[src/rtl/adder_mul_sequencer.sv]
// Unsigned WIDTH x WIDTH -> 2*WIDTH shift-and-add multiplier controller.
// It has no adder of its own. It drives one external WIDTH-bit adder through
// ADD_A/ADD_B and reads the combinational sum back on ADD_SUM, one step per cycle.
//
// state  | meaning
// -------+---------------------------------------------------------------
// S_IDLE | waiting for START; adder operands held at zero
// S_RUN  | WIDTH shift-and-add steps, one per clock; BUSY high
// S_DONE | single-cycle DONE pulse; PRODUCT valid; START accepted again
module adder_mul_sequencer #(
   parameter int WIDTH = 32,
   parameter int CNT_W = 6
) (
   input  logic               CLOCK,
   input  logic               RESET,
   input  logic               START,
   input  logic [WIDTH-1:0]   OPA,
   input  logic [WIDTH-1:0]   OPB,
   output logic               BUSY,
   output logic               DONE,
   output logic [2*WIDTH-1:0] PRODUCT,
   output logic [WIDTH-1:0]   ADD_A,
   output logic [WIDTH-1:0]   ADD_B,
   input  logic [WIDTH-1:0]   ADD_SUM
);

   typedef enum logic [1:0] {
      S_IDLE = 2'd0,
      S_RUN  = 2'd1,
      S_DONE = 2'd2
   } state_t;

   state_t             state;
   state_t             state_next;
   logic [WIDTH-1:0]   hi;
   logic [WIDTH-1:0]   lo;
   logic [WIDTH-1:0]   mcand;
   logic [CNT_W-1:0]   cnt;

   logic               accept;
   logic               last_step;
   logic               carry;
   logic [WIDTH-1:0]   hi_next;
   logic [WIDTH-1:0]   lo_next;

   // A new operation may begin from IDLE or straight out of DONE; never while running.
   assign accept    = START && (state != S_RUN);
   assign last_step = (cnt == CNT_W'(WIDTH - 1));

   // The adder wraps at WIDTH bits. Because ADD_B fits in WIDTH bits, the sum has
   // wrapped exactly when it is smaller than HI, so that compare recovers the lost carry.
   always_comb begin
      carry   = (ADD_SUM < hi);
      hi_next = {carry, ADD_SUM[WIDTH-1:1]};
      lo_next = {ADD_SUM[0], lo[WIDTH-1:1]};
   end

   // State register.
   always_ff @(posedge CLOCK or posedge RESET) begin
      if (RESET) begin
         state <= S_IDLE;
      end else begin
         state <= state_next;
      end
   end

   // Next-state logic and status/adder outputs. The adder operands depend on registers only.
   always_comb begin
      state_next = state;
      BUSY       = 1'b0;
      DONE       = 1'b0;
      ADD_A      = '0;
      ADD_B      = '0;
      case (state)
         S_IDLE: begin
            if (accept) state_next = S_RUN;
         end
         S_RUN: begin
            BUSY  = 1'b1;
            ADD_A = hi;
            ADD_B = lo[0] ? mcand : '0;
            if (last_step) state_next = S_DONE;
         end
         S_DONE: begin
            DONE       = 1'b1;
            state_next = accept ? S_RUN : S_IDLE;
         end
         default: state_next = S_IDLE;
      endcase
   end

   // Datapath: load operands on accept, then shift one partial-product step per RUN cycle.
   // PRODUCT changes only on the final step, so it holds the previous result during a run.
   always_ff @(posedge CLOCK or posedge RESET) begin
      if (RESET) begin
         hi      <= '0;
         lo      <= '0;
         mcand   <= '0;
         cnt     <= '0;
         PRODUCT <= '0;
      end else if (accept) begin
         mcand <= OPA;
         lo    <= OPB;
         hi    <= '0;
         cnt   <= '0;
      end else if (state == S_RUN) begin
         hi  <= hi_next;
         lo  <= lo_next;
         cnt <= cnt + CNT_W'(1);
         if (last_step) PRODUCT <= {hi_next, lo_next};
      end
   end

endmodule
[config.mk]
export PLATFORM = sky130hd
export DESIGN_NAME = adder_mul_sequencer
export DESIGN_NICKNAME = d
export VERILOG_FILES = /design/src/rtl/adder_mul_sequencer.sv
export SDC_FILE = /design/constraint.sdc
export NUM_CORES = 1
export LEC_CHECK = 0
export CAP_MARGIN = 20
export CORE_ASPECT_RATIO = 1.4
export CORE_MARGIN = 2
export CORE_UTILIZATION = 51
export CTS_BUF_LIST = sky130_fd_sc_hd__clkbuf_16
export DETAILED_ROUTE_END_ITERATION = 8
export GPL_TIMING_DRIVEN = 0
export MAX_ROUTING_LAYER = met4
export PLACE_DENSITY = 0.85
export RECOVER_POWER = 25
export SYNTH_ARGS = -nofsm -noshare
export SYNTH_HDL_FRONTEND = slang
export SYNTH_SLANG_ARGS = --single-unit
[constraint.sdc]
create_clock -name CLOCK -period 11.8 [get_ports CLOCK]
set_input_delay 1.18 -clock CLOCK [delete_from_list [all_inputs] [get_ports CLOCK]]
set_output_delay 1.18 -clock CLOCK [all_outputs]
set_load 0.01 [all_outputs]
==> results.sh <==
export IMPL_synthToLayoutAreaGrowth_pct=39.3
export IMPL_hpwlAfterDp_microns=15000
export IMPL_post_cts_resized=0
export IMPL_rows=53
export IMPL_path_clk_slew_ns=0.06
export IMPL_endpoint_kind="output pin"
export IMPL_vias_per_cell=5.37
export IMPL_seq_area_frac_synth_pct=54.1
export IMPL_ir_drop_v=0.0000974
export IMPL_initial_utilization_pct=51.8
export IMPL_cp_max_fo=10
export IMPL_detail_route_antenna_nets=0
export IMPL_yosysMostFrequentCell="dfrtp_1"
export IMPL_drive_above_1_share_pct=6.73
export IMPL_finalMaxSlewViolations=39
export IMPL_worst_slew_pin_slew_ns=1.87
export IMPL_synth_seq_cells=168
export IMPL_post_synth_top_area_cell="dfrtp_1"
export IMPL_clkLatencyLatePin_ns=0.42
export IMPL_avgSynthCellArea_sq_um=11.5
export IMPL_p_leak_nw=4.88
export IMPL_drv_cap=1
export IMPL_clkPwrFrac_pct=29.4
export IMPL_finClkSkew_ns=0.00686
export IMPL_crit_type="reg2out"
export IMPL_relSlewSlack_pct=-25.3
export IMPL_p_sw_share_pct=30.3
export IMPL_rr_startpoint="cnt[0]"
export IMPL_port_buffers=228
export IMPL_numCtsBuffers=17
export IMPL_synth_area_top_cells="dfrtp_1 (54%), mux2_1 (11%), ha_1 (5.2%)"
export IMPL_grt_pass1_vias=6381
export IMPL_crit_path_start_kind="register"
export IMPL_regToRegEndpoint="PRODUCT[38]"
export IMPL_synthAdderAreaFrac_pct=5.16
export IMPL_p_seq_share_pct=42.7
export IMPL_synth_xor_area_share_pct=0.226
export IMPL_grt_pass1_wl_microns=32400
export IMPL_rsz0062_at_grt="no"
export IMPL_ctsHoldBuffers=0
export IMPL_grt_max_degree=131
export IMPL_synth_flop_cell="dfrtp_1"
export IMPL_first_iter_violations=216
export IMPL_intPower_mw=1.24
export IMPL_yosysWarnings=0
export IMPL_synth_simple_gate_area_share_pct=10.1
export IMPL_synth_top_cell_area_share_pct=54.1
export IMPL_cts_tree="yes"
export IMPL_violations="max-capacitance violations, max-slew violations"
export IMPL_synth_common_cells="dfrtp_1 (168), nand2_1 (78), mux2_1 (77)"
export IMPL_synth_edf_count=0
export IMPL_power_share_combinational_pct=27.9
export IMPL_gp_congestion=0.839
export IMPL_core_sq_um=15000
export IMPL_stdcell_count=1128
export IMPL_startpoint="state[1]"
export IMPL_cp_endpoint="BUSY"
export IMPL_overflow=0
export IMPL_synth_compound_area_share_pct=8.04
export IMPL_clock_root_buffer="clkbuf_16"
export IMPL_dpl_cell_count=1096
export IMPL_post_route_period_util_pct=32.1
export IMPL_nets=1054
export IMPL_ctsHtreeMaxLevel=4
export IMPL_cts_sinks=168
export IMPL_dr_pass1_iters=4
export IMPL_r2r_slack_ns=8.91
export IMPL_setup_viol=0
export IMPL_die_area_sq_um=16200
export IMPL_muxShareOfSynthArea_pct=17.9
export IMPL_syn_cell_area_sq_um=7760
export IMPL_drc=0
export IMPL_synth_top_family_by_area="multiplexers"
export IMPL_syn_inst=675
export IMPL_finalSetupTns_ns=0
export IMPL_die_h_microns=150
export IMPL_wire_per_inst_microns=17.8
export IMPL_power_density_nw_per_um2=164
export IMPL_yosysUniqueCellTypes=40
export IMPL_worstPathArrival_ns=2.61
export IMPL_syn_num_nets=806
export IMPL_die_width_microns=108
export IMPL_clock_path_buffers=2
export IMPL_critPathRequiredTime_ns=10.62
export IMPL_max_freq_mhz=264
export IMPL_vias=6059
export IMPL_post_dp_cell_area_sq_um=10300
export IMPL_worst_r2r_cell_count=7
export IMPL_switching_power_uw=539
export IMPL_totalWireLength_microns=20100
export IMPL_diodes=0
export IMPL_cts_setup_buffers=0
export IMPL_power_mw=1.78
export IMPL_finalHoldViolCount=0
export IMPL_antenna_found_initial=0
export IMPL_outcome="finished, violations left"
export IMPL_fin_crit_ns=3.79
export IMPL_io_pins=229
export IMPL_hold_class="reg2reg"
export IMPL_synthArstFlopShare_pct=100
export IMPL_stdcell_area_sq_um=10800
export IMPL_fillCellCount=1105
export IMPL_grt_total_usage_pct=26.5
==> metrics by stage <==
step	hold slack [ns]	utilization [%]	setup slack, ns
2_1_floorplan	0.451	-	6.07
3_3_place_gp	0.466	68.6	3.78
3_5_place_dp	0.474	68.9	8.46
4_1_cts	0.487	72.6	8.00
5_1_grt	0.501	72.2	7.90
6_report	0.483	72.2	8.01
==> cells in the final DEF, fill, tap and decap left out, types with 5 or more instances in the layout <==
master,n
clkdlybuf4s50_1,226
dfrtp_1,168
nand2_1,78
mux2_1,77
nor2_1,36
inv_1,33
and3_1,33
mux2i_1,32
ha_1,32
o31ai_1,30
o21ai_0,29
clkbuf_1,25
mux2_2,18
o21ai_1,17
clkbuf_16,17
buf_2,11
a21oi_1,11
buf_1,6
nand3_1,5
==> state kept, by name, indices dropped and copies added (netlist names) <==
signal   flops
lo          32
cnt          6
state        2
hi          32
PRODUCT     64
mcand       32
==> critical path: stages (launching register included) <==
cell	delay, ns
dfrtp_1	0.37
nand2b_1	0.24
inv_2	0.14
buf_2	0.28
buf_2	0.29
buf_2	0.27
clkdlybuf4s50_1	0.59
==> area by class of cell <==
type	count	area, sq um	area share, %
flip-flops and latches	168	4200	38.9
well taps	192	240	2.22
clock inverters	15	129	1.19
repair buffers	229	2310	21.3
multi-input cells	431	3210	29.7
plain buffers	42	171	1.58
clock buffers	17	425	3.93
inverters	34	129	1.19
==> power by group through the flow <==
stage	sequential, mW	clock [mW]	combinational, mW
floorplan	0.754	0	0.259
global placement	0.761	0	0.482
detailed placement	0.767	0	0.497
CTS	0.758	0.531	0.502
global route	0.773	0.555	0.548
finish	0.759	0.523	0.496
==> worst min path at each step <==
stage                       end        start  slack, ns  cells after the start
CTS                  PRODUCT[0]   PRODUCT[0]       0.49                      1
finish               PRODUCT[0]   PRODUCT[0]       0.48                      1
global route        PRODUCT[53]  PRODUCT[53]       0.50                      1
floorplan                cnt[2]       cnt[2]       0.45                      1
global placement    PRODUCT[55]  PRODUCT[55]       0.47                      1
detailed placement  PRODUCT[21]  PRODUCT[21]       0.47                      1
==> routing by layer <==
layer / global-route usage (%) / wire length [microns] / vias up / share of wire, %
li1: - / - / 2852 / -
met1: 30.8 / 7880 / 2968 / 39
met2: 45.0 / 10600 / 192 / 53
met3: 4.79 / 918 / 47 / 4.6
met4: 11.2 / 758 / 0 / 3.8
met5: - / 0 / - / 0
==> cell families after synthesis <==
logic type	Yosys count
AOI/OAI and AO/OA	101
xor gates and xnor gates	2
muxes	127
DFF	168
adders and majority gates	32
buffers and inverters	76
and+or+nand+nor	169
(Power assumes the default switching activity.)
